===== config.mk =====
export PLATFORM = sky130hd
export DESIGN_NAME = hd44780_ctrl
export DESIGN_NICKNAME = d
export VERILOG_FILES = /design/src/rtl/lcd_pkg.sv /design/src/rtl/lcd_byte_tx.sv /design/src/rtl/hd44780_ctrl.sv
export SDC_FILE = /design/constraint.sdc
export NUM_CORES = 1
export LEC_CHECK = 0
export ABC_AREA = 1
export BUFFER_PORTS_ARGS = -buffer_cell sky130_fd_sc_hd__buf_2
export CAP_MARGIN = 20
export CORE_ASPECT_RATIO = 1.75
export CORE_MARGIN = 5
export CORE_UTILIZATION = 55
export DETAILED_ROUTE_END_ITERATION = 12
export PLACE_DENSITY = 0.81
export SYNTH_ARGS = -nofsm -noshare
export SYNTH_HDL_FRONTEND = slang
export SYNTH_HIERARCHICAL = 1
export SYNTH_SLANG_ARGS = --single-unit

===== constraint.sdc =====
create_clock -name clk -period 3.2 [get_ports clk]
set_input_delay 0.16 -clock clk [delete_from_list [all_inputs] [get_ports clk]]
set_output_delay 0.16 -clock clk [all_outputs]
set_load 0.02 [all_outputs]

===== src/rtl/lcd_pkg.sv =====
// rtl/lcd_pkg.sv - HD44780 command codes, delays and FSM encodings
package lcd_pkg;

  localparam logic [7:0] FUNC_SET = 8'h38;
  localparam logic [7:0] DISP_ON  = 8'h0C;
  localparam logic [7:0] CLR      = 8'h01;
  localparam logic [7:0] ENTRY    = 8'h06;
  localparam logic [7:0] ROW0     = 8'h80;
  localparam logic [7:0] ROW1     = 8'hC0;

  localparam int T_PWR  = 15000;
  localparam int T_FS1  = 4100;
  localparam int T_FS2  = 100;
  localparam int T_EXEC = 50;
  localparam int T_CLR  = 2000;

  localparam logic [2:0] INIT_LAST = 3'd6;

  typedef enum logic [2:0] {
    ST_INIT_WAIT,
    ST_INIT_SEQ,
    ST_IDLE,
    ST_CLR,
    ST_ADDR,
    ST_CHARS
  } lcd_state_t;

  typedef enum logic [1:0] {
    TX_IDLE,
    TX_SETUP,
    TX_PULSE,
    TX_WAIT
  } tx_phase_t;

  function automatic logic [7:0] init_byte(input logic [2:0] step);
    case (step)
      3'd4:    return DISP_ON;
      3'd5:    return CLR;
      3'd6:    return ENTRY;
      default: return FUNC_SET;
    endcase
  endfunction

  function automatic int init_wait_us(input logic [2:0] step);
    case (step)
      3'd0:    return T_FS1;
      3'd1:    return T_FS2;
      3'd5:    return T_CLR;
      default: return T_EXEC;
    endcase
  endfunction

endpackage


===== src/rtl/lcd_byte_tx.sv =====
// rtl/lcd_byte_tx.sv - single HD44780 byte: setup, E pulse, exec wait
module lcd_byte_tx
  import lcd_pkg::*;
#(
  parameter int CYC_US = 50,
  parameter int DW     = 20
) (
  input  logic          clk,
  input  logic          reset_n,
  input  logic          start,
  input  logic          rs,
  input  logic [7:0]    byte_val,
  input  logic [DW-1:0] wait_cycles,
  output logic          busy,
  output logic          fin,
  output logic          lcd_rs,
  output logic          lcd_e,
  output logic [7:0]    lcd_db
);

  tx_phase_t     phase;
  logic [DW-1:0] cnt;
  logic [DW-1:0] wait_q;

  // Latch RS/DB on start, one setup cycle, E high CYC_US cycles, then hold RS/DB for the exec wait
  always_ff @(posedge clk or negedge reset_n) begin
    if (!reset_n) begin
      phase  <= TX_IDLE;
      cnt    <= '0;
      wait_q <= '0;
      lcd_rs <= 1'b0;
      lcd_e  <= 1'b0;
      lcd_db <= 8'h00;
    end else begin
      case (phase)
        TX_IDLE: begin
          if (start) begin
            lcd_rs <= rs;
            lcd_db <= byte_val;
            wait_q <= wait_cycles - DW'(1);
            phase  <= TX_SETUP;
          end
        end
        TX_SETUP: begin
          lcd_e <= 1'b1;
          cnt   <= DW'(CYC_US - 1);
          phase <= TX_PULSE;
        end
        TX_PULSE: begin
          if (cnt == '0) begin
            lcd_e <= 1'b0;
            cnt   <= wait_q;
            phase <= TX_WAIT;
          end else begin
            cnt <= cnt - DW'(1);
          end
        end
        TX_WAIT: begin
          if (cnt == '0) phase <= TX_IDLE;
          else           cnt   <= cnt - DW'(1);
        end
        default: phase <= TX_IDLE;
      endcase
    end
  end

  // fin marks the last exec-wait cycle so the sequencer can queue the next byte
  always_comb begin
    busy = (phase != TX_IDLE);
    fin  = (phase == TX_WAIT) && (cnt == '0);
  end

endmodule


===== src/rtl/hd44780_ctrl.sv =====
// rtl/hd44780_ctrl.sv - HD44780 init and command sequencer over lcd_byte_tx
module hd44780_ctrl
  import lcd_pkg::*;
#(
  parameter int CLK_FREQ = 50000000,
  parameter int NCHARS   = 20
) (
  input  logic                clk,
  input  logic                reset_n,
  input  logic                clear,
  input  logic                write,
  input  logic                chrow,
  input  logic [8*NCHARS-1:0] data,
  output logic                done,
  output logic                lcd_rs,
  output logic                lcd_e,
  output logic [7:0]          lcd_db
);

  localparam int CYC_US = CLK_FREQ / 1000000;
  localparam int DW     = $clog2(T_PWR * CYC_US + 1);
  localparam int IW     = (NCHARS > 1) ? $clog2(NCHARS) : 1;

  lcd_state_t          state, state_nxt;
  logic [DW-1:0]       dly;
  logic [2:0]          step;
  logic [IW-1:0]       idx;
  logic                row, sent, wr_mode;
  logic [8*NCHARS-1:0] text_q;
  logic                start, tx_rs, tx_busy, tx_fin;
  logic [7:0]          tx_byte;
  logic [DW-1:0]       tx_wait;
  logic                acc_clr, acc_row, acc_wr, last_idx;

  assign acc_clr  = (state == ST_IDLE) && clear;
  assign acc_row  = (state == ST_IDLE) && !clear && chrow;
  assign acc_wr   = (state == ST_IDLE) && !clear && !chrow && write;
  assign last_idx = (idx == IW'(NCHARS - 1));

  // State register
  always_ff @(posedge clk or negedge reset_n) begin
    if (!reset_n) state <= ST_INIT_WAIT;
    else          state <= state_nxt;
  end

  // Next state: advance on the final exec-wait cycle of each byte
  always_comb begin
    state_nxt = state;
    case (state)
      ST_INIT_WAIT: if (dly == '0) state_nxt = ST_INIT_SEQ;
      ST_INIT_SEQ:  if (tx_fin && step == INIT_LAST) state_nxt = ST_IDLE;
      ST_IDLE: begin
        if (clear)                  state_nxt = ST_CLR;
        else if (chrow || write)    state_nxt = ST_ADDR;
      end
      ST_CLR:       if (tx_fin) state_nxt = ST_IDLE;
      ST_ADDR:      if (tx_fin) state_nxt = wr_mode ? ST_CHARS : ST_IDLE;
      ST_CHARS:     if (tx_fin && last_idx) state_nxt = ST_IDLE;
      default:      state_nxt = ST_INIT_WAIT;
    endcase
  end

  // Outputs: byte selection for the current state and the start handshake
  always_comb begin
    done    = (state == ST_IDLE);
    tx_rs   = 1'b0;
    tx_byte = 8'h00;
    tx_wait = DW'(T_EXEC * CYC_US);
    case (state)
      ST_INIT_SEQ: begin
        tx_byte = init_byte(step);
        tx_wait = DW'(init_wait_us(step) * CYC_US);
      end
      ST_CLR: begin
        tx_byte = CLR;
        tx_wait = DW'(T_CLR * CYC_US);
      end
      ST_ADDR:  tx_byte = row ? ROW1 : ROW0;
      ST_CHARS: begin
        tx_rs   = 1'b1;
        tx_byte = text_q[8*(NCHARS-1-int'(idx)) +: 8];
      end
      default: ;
    endcase
    start = !sent && !tx_busy &&
            (state inside {ST_INIT_SEQ, ST_CLR, ST_ADDR, ST_CHARS});
  end

  // Datapath: power-on delay, init step, char index, row, latched text
  always_ff @(posedge clk or negedge reset_n) begin
    if (!reset_n) begin
      dly     <= DW'(T_PWR * CYC_US - 1);
      step    <= '0;
      idx     <= '0;
      row     <= 1'b0;
      sent    <= 1'b0;
      wr_mode <= 1'b0;
      text_q  <= '0;
    end else begin
      if (state == ST_INIT_WAIT && dly != '0) dly <= dly - DW'(1);
      if (tx_fin)     sent <= 1'b0;
      else if (start) sent <= 1'b1;
      if (state == ST_INIT_SEQ && tx_fin) step <= step + 3'd1;
      if (state == ST_CHARS && tx_fin && !last_idx) idx <= idx + IW'(1);
      if (state == ST_IDLE) wr_mode <= acc_wr;
      if (acc_clr) row <= 1'b0;
      if (acc_row) row <= ~row;
      if (acc_wr) begin
        text_q <= data;
        idx    <= '0;
      end
    end
  end

  lcd_byte_tx #(.CYC_US(CYC_US), .DW(DW)) u_tx (
    .clk         (clk),
    .reset_n     (reset_n),
    .start       (start),
    .rs          (tx_rs),
    .byte_val    (tx_byte),
    .wait_cycles (tx_wait),
    .busy        (tx_busy),
    .fin         (tx_fin),
    .lcd_rs      (lcd_rs),
    .lcd_e       (lcd_e),
    .lcd_db      (lcd_db)
  );

endmodule


==> impl_metrics.ini, run 1 <==
[synthesis]
synth_area_um2 = 13700
yosysSeqAreaShare_pct = 45.0
synth_enable_flop_cells = 0
synth_area_leaders = dfrtp_1 (43%), nand2_1 (17%), o21ai_2 (5.9%)
ys_seq_elements = 246
synth.most_common_cell = nand2_1
syn_avg_cell_area_um2 = 7.65
yosys.area.top_type = dfrtp_1
synthSimpleGateAreaFrac_pct = 26.9
synthFlopType = dfrtp_1
ys_async_sr_fraction_pct = 100
post-synth-top-area-fraction_pct = 42.5
postSynthCellCount = 1791
yosysWarnings = 6
synth_xor_area_share_pct = 2.62
netlist_top_cells_count = nand2_1 (620), dfrtp_1 (233), inv_1 (202)
synth_top_family_by_area = simple AND/OR/NAND/NOR gates
synthAdderAreaFrac_pct = 2.25
synth_cell_types = 44
synth_compound_area_share_pct = 13.4
synthMuxAreaShare_pct = 0

[routing]
detail_route.iter0.violations = 1205
wl_um = 44600
routedWlPerCell_um = 18.3
ant_nets = 0
vias = 13500
drtPass1Iterations = 7
drc = 0
vias_per_cell = 5.53

[critical_path]
crit_path_end_kind = register
crit_required_ns = 3.64
r2r_cells = 18
crit_type = register to register
cp-start-kind = register
r2r_end = u_tx/wait_q[17]
rrSetupSlack_ns = 0.14
arrival_ns = 3.50
cp_max_fo = 4
r2r_start = step[0]

[grt]
grt_max_degree = 110
grt_use_met2_pct = 57.6
grt_util_met1_pct = 33.9
grt_pass1_vias = 14000
met3_usage_pct = 5.14
grt_pass1_wl_um = 71300
gr-total-overflow = 0
grt_usage_pct = 32.0
antenna_found_initial = 4
grt_busiest_layer = met2

[clock_tree]
clkSinkCount = 246
clk_latency_ns = 0.53
cts_tree = yes
cts_made_buffers = 23
clock_path_buffers = 3
htreeDepth = 1
cts-root-buf = clkbuf_16
clk_pin_slew_ns = 0.06

[timing]
finalHoldViolations = 0
max_freq_mhz = 327
setup_violations = 0
period_share_pct = 95.6
drv_slew = 0
worst_pin_slew_ns = 0.878
slew_headroom_pct = 41.5
period_minus_slack_ns = 3.06
rsz0062_at_grt = no
finClkSkew_ns = 0.0154
tns_ns = 0

[floorplan]
die_y_um = 219
die-area_um2 = 28300
initial_core_util_pct = 55.6
core_um2 = 24600
num_rows = 76
die_w_um = 129
num_io_pins = 176

[place]
dp_hpwl_um = 26200
io_buffers = 175
gp_congestion = 0.933

[status]
status = completed

[cells_and_area]
syn2layout_area_growth_pct = 25.6
nNetsFinal = 2299
final_core_util_pct = 69.9
drive_gt1_share_pct = 18.7

[hold_path]
hold-path-cell-count = 4
min_to = row
hold_start = chrow
min_path_type = primary input to register

[power]
peakVddDrop_v = 0.000535
p_per_area_nw_per_um2 = 370
power.leakage_nw = 8.75

[flow_run]
drv_cap = 0
## final cells by class
type,instances,area [um^2]
repair buffers,364,2790
flip-flops and latches,246,6170
fillers,1819,7410
diodes,4,10.0
multi-input cells,1266,6290
inverters,209,793
well taps,312,390
clock buffers,33,673
clock inverters,9,104
## per-stage QoR
| step | hold slack [ns] | std cells | power, mW | worst slack, ns | cell area (um^2) |
|---|---|---|---|---|---|
| 2_1_floorplan | -0.136 | 1801 | 3.19 | 0.304 | 13700 |
| 3_3_place_gp | 0.287 | 2233 | 3.38 | 0.0673 | 14700 |
| 3_5_place_dp | 0.281 | 2233 | 3.38 | 0.00692 | 14700 |
| 4_1_cts | 0.0227 | 2437 | 6.36 | 0.0329 | 17100 |
| 5_1_grt | 0.0821 | 2443 | 6.54 | 0.0129 | 17200 |
| 6_report | 0.0424 | 2443 | 6.37 | 0.141 | 17200 |
## worst max-delay path by stage
stage / start / cells past startpoint / end
finish: step[0] / 18 / u_tx/wait_q[17]
global route: step[0] / 18 / u_tx/wait_q[14]
CTS: step[1] / 19 / u_tx/wait_q[17]
detailed placement: step[0] / 18 / u_tx/wait_q[17]
global placement: step[0] / 18 / u_tx/wait_q[17]
floorplan: step[0] / 18 / u_tx/wait_q[17]
## kinds of logic after synthesis
group	Yosys count
AOI/OAI and AO/OA	292
DFF	246
adders and majority gates	24
and+or+nand+nor	898
buffers and inverters	289
other	1
xor gates and xnor gates	41
## what timing repair did
| action | CTS | global route |
|---|---|---|
| endpoints found under the setup margin | 1 | 9 |
| setup buffers | 0 | 2 |
| pin swaps | 0 | 1 |
| gates resized for setup | 1 | 17 |
| endpoints found under the hold margin | 254 | 0 |
| hold buffers | 162 | 0 |
## power by group
group / switching (mW) / internal (mW)
clock: 1.24 / 1.63
sequential: 0.00315 / 3.12
combinational: 0.164 / 0.214
## per-layer routing
metal	share of wire (%)	vias up
met5	0	-
met4	8.0	0
met3	6.1	236
met2	52	690
met1	33	6349
li1	-	6231
## state kept, by name (all words and copies together) (netlist names)
signal	flops
text_q	160
u_tx/lcd_rs	1
wr_mode	1
u_tx/cnt	20
sent	1
idx	5
step	3
row	1
u_tx/wait_q	20
dly	20
state	3
u_tx/phase	2
u_tx/lcd_db	8
u_tx/lcd_e	1
## critical path: stages (launching register included)
cell and delay, ns:
dfrtp_2 0.45, inv_2 0.10, ha_4 0.16, o21ai_2 0.07
xnor2_1 0.26, ha_1 0.20, inv_1 0.05, fa_1 0.38
inv_1 0.06, nor2_1 0.04, nor2_1 0.11, xnor2_1 0.15
o21ai_2 0.09, nor2_2 0.14, nand2_1 0.09, nor2_1 0.13
nand3_1 0.10, or2_2 0.28, a31oi_1 0.13
## layout by cell type (no fill, tap or decap), types with 7 or more instances in the layout
cell and instances:
nand2_1 618, dfrtp_1 231, inv_1 199, buf_2 174
dlygate4sd3_1 162, nor2_1 119, nand3_1 103, o21ai_0 95
o21ai_2 94, a21oi_1 62, xor2_1 29, o21ai_1 27
clkbuf_16 23, ha_1 21, buf_4 21, nand2_2 17
dfstp_2 13, xnor2_1 12, conb_1 11, nor2_2 8
nand4_1 7, nor3_1 7
No activity file was read; power rests on OpenSTA's default activity.
==> run 2, diff against run 1 <==
--- a/config.mk
+++ b/config.mk
@@ -10,9 +10,9 @@
 export CAP_MARGIN = 20
 export CORE_ASPECT_RATIO = 1.75
 export CORE_MARGIN = 5
-export CORE_UTILIZATION = 55
+export CORE_UTILIZATION = 40
 export DETAILED_ROUTE_END_ITERATION = 12
-export PLACE_DENSITY = 0.81
+export PLACE_DENSITY = 0.64
 export SYNTH_ARGS = -nofsm -noshare
 export SYNTH_HDL_FRONTEND = slang
 export SYNTH_HIERARCHICAL = 1
==> impl_metrics.ini, run 2 (same netlist as run 1, synthesis figures left out) <==
[clock_tree]
clk_latency_ns = 0.56
cts_tree = yes
htreeDepth = 1
cts-root-buf = clkbuf_16
cts_made_buffers = 26
clock_path_buffers = 3
clk_pin_slew_ns = 0.07
clkSinkCount = 246

[cells_and_area]
nNetsFinal = 2304
syn2layout_area_growth_pct = 27.8
layout_common_cells = nand2_1 (618), dfrtp_1 (232), inv_1 (200)
drive_gt1_share_pct = 18.9
final_common_cell = nand2_1
fin_area_um2 = 17500
top_register = text_q
largest_reg_flops = 160

[floorplan]
die_w_um = 150
num_rows = 89
die-area_um2 = 38200
core_um2 = 33900
num_io_pins = 176
die_y_um = 255
initial_core_util_pct = 40.5

[power]
total_power_mw = 6.72
p_int_mw = 5.23
power.leakage_nw = 8.83
sw_frac_of_total_pct = 22.1
p_switching_mw = 1.49
combPwrFrac_pct = 5.5
p_clk_share_pct = 48.0
peakVddDrop_v = 0.000367
p_per_area_nw_per_um2 = 384
pwr-share-seq_pct = 46.4

[flow_run]
drv_cap = 0

[critical_path]
rrSetupSlack_ns = 0.16
crit_cells = 19
crit_family = simple AND/OR/NAND/NOR gates
r2r_end = u_tx/wait_q[17]
crit_path_end_kind = register
crit_type = register to register
endpoint = u_tx/wait_q[17]
path_buf_inv = 4
startpoint = step[0]
crit_path_max_incr_delay_ns = 0.42
cp_max_fo = 4
crit_chain = inv_1 > ha_2 > nand2_1 > nand2_2 > inv_1 > ha_1 > inv_1 > fa_1 > inv_1 > nor2_1 > nor2_1 > xnor2_1 > o21ai_2 > nor2_2 > nand2_1 > nor2_1 > nand3_1 > or2_2 > a31oi_1
arrival_ns = 3.50
cp_common_cell = inv_1
r2r_start = step[0]
cp-start-kind = register
r2r_cells = 19
crit_path_top_delay_cell = dfrtp_1
crit_required_ns = 3.66

[grt]
antenna_found_initial = 1
grt_usage_pct = 21.7
grt_pass1_wl_um = 66200
gr-total-overflow = 0
grt_pass1_vias = 13200
grt_max_degree = 104

[routing]
detail_route.iter0.violations = 720
vias_per_cell = 4.88
drtPass1Iterations = 6
wl_um = 41200
ant_nets = 0
drc = 0
vias = 12600
routedWlPerCell_um = 15.9

[place]
io_buffers = 175
dp_hpwl_um = 28200
gp_congestion = 0.879
dpl_cell_area_um2 = 14900

[timing]
period_minus_slack_ns = 3.04
period_share_pct = 95.0
rsz0062_at_grt = yes
finalHoldViolations = 0
drv_slew = 0
setup_violations = 0
finClkSkew_ns = 0.0259
slew_headroom_pct = 43.4
max_freq_mhz = 329
worst_pin_slew_ns = 0.849

[status]
status = completed

[hold_path]
min_path_type = primary input to register
-- run 2: worst min-delay path, cell delays in order --
cell and delay (ns):
buf_2 0.12, inv_1 0.05, nand2_1 0.04, nand3_1 0.17
o21ai_0 0.10
-- run 2: routing by layer --
| metal | global-route usage, % | share of wire, % | up-vias |
|---|---|---|---|
| met2 | 40.1 | 52 | 360 |
| met1 | 24.1 | 38 | 5892 |
| li1 | - | - | 6255 |
| met4 | 11.9 | 5.9 | 0 |
| met3 | 2.23 | 3.9 | 126 |
| met5 | 0 | 0 | - |
-- run 2: layout make-up --
type                            count  area (um^2)
Antenna cell                        1         2.50
Tap cell                          455          569
Clock buffer                       34          751
Sequential cell                   246         6170
Fill cell                        3191        16300
Multi-Input combinational cell   1266         6260
Inverter                          209          798
Clock inverter                     14          168
Timing Repair Buffer              366         2790
-- run 2: metrics by stage --
step	std cells	hold slack, ns	setup TNS, ns	setup slack, ns	util [%]
floorplan	1801	-0.136	0	0.304	-
global placement	2378	0.238	0	0.0712	44.1
detailed placement	2378	0.242	-0.0183	-0.0183	44.1
CTS	2589	0.118	0	0.0183	51.6
global route	2591	0.173	-0.0405	-0.0293	51.7
finish	2591	0.140	0	0.160	51.7
-- run 2: power by group through the flow --
stage               Combinational (mW)  Clock [mW]  Sequential (mW)
floorplan                       0.0167           0             3.18
global placement                 0.205           0             3.18
detailed placement               0.208           0             3.18
CTS                              0.361        3.30             3.12
global route                     0.404        3.41             3.12
finish                           0.370        3.23             3.12
-- run 2: worst min-delay path by stage --
stage	startpoint	to	slack [ns]	depth (start not counted)
2_1_floorplan	reset_n	dly[10]	-0.14	0
3_3_place_gp	reset_n	text_q[106]	0.24	1
3_5_place_dp	reset_n	text_q[97]	0.24	1
4_1_cts	write	state[1]	0.12	5
5_1_grt	write	state[1]	0.17	5
6_report	write	state[1]	0.14	5
-- run 2: timing repair --
item	CTS	global route
setup buffers	0	1
gates resized for setup	1	11
hold endpoints to repair	252	0
setup endpoints to repair	1	9
hold buffers	163	0
pin swaps	0	2
==> run 3, diff against run 2 <==
--- a/config.mk
+++ b/config.mk
@@ -10,9 +10,9 @@
 export CAP_MARGIN = 20
 export CORE_ASPECT_RATIO = 1.75
 export CORE_MARGIN = 5
-export CORE_UTILIZATION = 40
+export CORE_UTILIZATION = 38
 export DETAILED_ROUTE_END_ITERATION = 12
-export PLACE_DENSITY = 0.64
+export PLACE_DENSITY = 0.61
 export SYNTH_ARGS = -nofsm -noshare
 export SYNTH_HDL_FRONTEND = slang
 export SYNTH_HIERARCHICAL = 1
==> constraint.sdc (replaced) <==
create_clock -name clk -period 3.9 [get_ports clk]
set_input_delay 0.195 -clock clk [delete_from_list [all_inputs] [get_ports clk]]
set_output_delay 0.195 -clock clk [all_outputs]
set_load 0.02 [all_outputs]
==> impl_metrics.ini, run 3 (same netlist as run 1, synthesis figures left out) <==
[routing]
routedWlPerCell_um = 16.2
vias = 12500
vias_per_cell = 4.84
wl_um = 42000
detail_route.iter0.violations = 728
drc = 0
ant_nets = 0
drtPass1Iterations = 5

[timing]
period_minus_slack_ns = 3.24
worst_pin_slew_ns = 1.07
period_share_pct = 83.0
tns_ns = 0
slew_headroom_pct = 28.7
whs_ns = 0.0529
max_freq_mhz = 309
rsz0062_at_grt = no
drv_slew = 0
finalHoldViolations = 0
setup_violations = 0
finClkSkew_ns = 0.0114

[critical_path]
endpoint = u_tx/wait_q[17]
arrival_ns = 3.70
crit_type = register to register
rrSetupSlack_ns = 0.66
crit_required_ns = 4.37
r2r_cells = 19
cp_max_fo = 4
startpoint = step[0]
crit_path_end_kind = register
r2r_start = step[0]
r2r_end = u_tx/wait_q[17]
cp-start-kind = register

[clock_tree]
clk_pin_slew_ns = 0.07
clk_latency_ns = 0.55
cts_tree = yes
post-cts-setup-buffers = 0
clkSinkCount = 246
htreeDepth = 1
cts-root-buf = clkbuf_16
clock_path_buffers = 3
cts_made_buffers = 25

[place]
dpl_cell_area_um2 = 14800
gp_congestion = 0.889
io_buffers = 175
dp_hpwl_um = 29300

[cells_and_area]
largest_reg_flops = 160
nNetsFinal = 2286
top_register = text_q
fin_area_um2 = 17300
syn2layout_area_growth_pct = 26.5
fillerInstances = 3434
drive_gt1_share_pct = 17.6
final_common_cell = nand2_1
layout_common_cells = nand2_1 (620), dfrtp_1 (232), inv_1 (201)

[floorplan]
core_um2 = 35800
num_rows = 92
num_io_pins = 176
die_w_um = 154
die_y_um = 261
initial_core_util_pct = 38.3
die-area_um2 = 40100

[grt]
grt_usage_pct = 20.8
antenna_found_initial = 2
grt_pass1_vias = 13000
grt_pass1_wl_um = 67600
gr-total-overflow = 0
grt_max_degree = 145

[power]
p_per_area_nw_per_um2 = 316
power.leakage_nw = 8.73
peakVddDrop_v = 0.000408

[hold_path]
min_path_type = primary input to register

[flow_run]
drv_cap = 0

[status]
status = completed
-- run 3: layout make-up --
cell class	count	area [um^2]	share of cell area, %
diodes	2	5.00	0.0289
clock buffers	34	719	4.15
clock inverters	12	176	1.02
inverters	209	798	4.60
multi-input cells	1266	6230	35.9
flip-flops and latches	246	6170	35.6
well taps	470	588	3.39
repair buffers	349	2650	15.3
-- run 3: repair_timing --
action | 4_1_cts | 5_1_grt
gates resized for setup | 0 | 0
hold endpoints to repair | 288 | 0
hold buffers | 162 | 0
-- run 3: stage by stage --
| stage | cells | setup WS [ns] | total power [mW] | util [%] |
|---|---|---|---|---|
| global route | 2588 | 0.362 | 5.68 | 48.4 |
| global placement | 2378 | 0.744 | 2.78 | 41.4 |
| CTS | 2586 | 0.687 | 5.56 | 48.4 |
| finish | 2588 | 0.665 | 5.48 | 48.4 |
| floorplan | 1801 | 1.00 | 2.62 | - |
| detailed placement | 2378 | 0.703 | 2.78 | 41.4 |
-- run 3: worst min-delay path by stage --
| stage | startpoint | to | slack (ns) | cells past startpoint |
|---|---|---|---|---|
| global route | chrow | row | 0.08 | 4 |
| detailed placement | data[71] | text_q[71] | 0.39 | 3 |
| global placement | data[88] | text_q[88] | 0.39 | 3 |
| floorplan | reset_n | dly[10] | -0.10 | 0 |
| finish | chrow | row | 0.05 | 4 |
| CTS | chrow | row | 0.03 | 4 |
-- run 3: critical path, stage by stage (launching register included) --
cell	delay (ns)
dfrtp_1	0.42
inv_1	0.13
ha_1	0.20
nand2_1	0.11
nand2_1	0.15
inv_1	0.06
ha_1	0.27
inv_1	0.05
fa_1	0.40
inv_1	0.06
nor2_1	0.04
nor2_1	0.11
xnor2_1	0.12
o21ai_0	0.16
nor2_1	0.17
nand2_1	0.09
nor2_1	0.13
nand3_1	0.10
or2_2	0.27
a31oi_1	0.13
-- run 3: where the power goes --
group / total [mW] / switching [mW] / internal (mW)
Sequential: 2.56 / 0.00309 / 2.56
Combinational: 0.300 / 0.125 / 0.174
Clock: 2.62 / 1.06 / 1.56
Total: 5.48 / 1.19 / 4.29
-- run 3: metal layers --
metal	up-vias	routed length (um)	GRT usage (%)
met5	-	0	0
met4	0	2870	12.6
met3	119	1620	2.51
met2	359	21700	38.1
met1	5813	15800	22.9
li1	6223	-	-
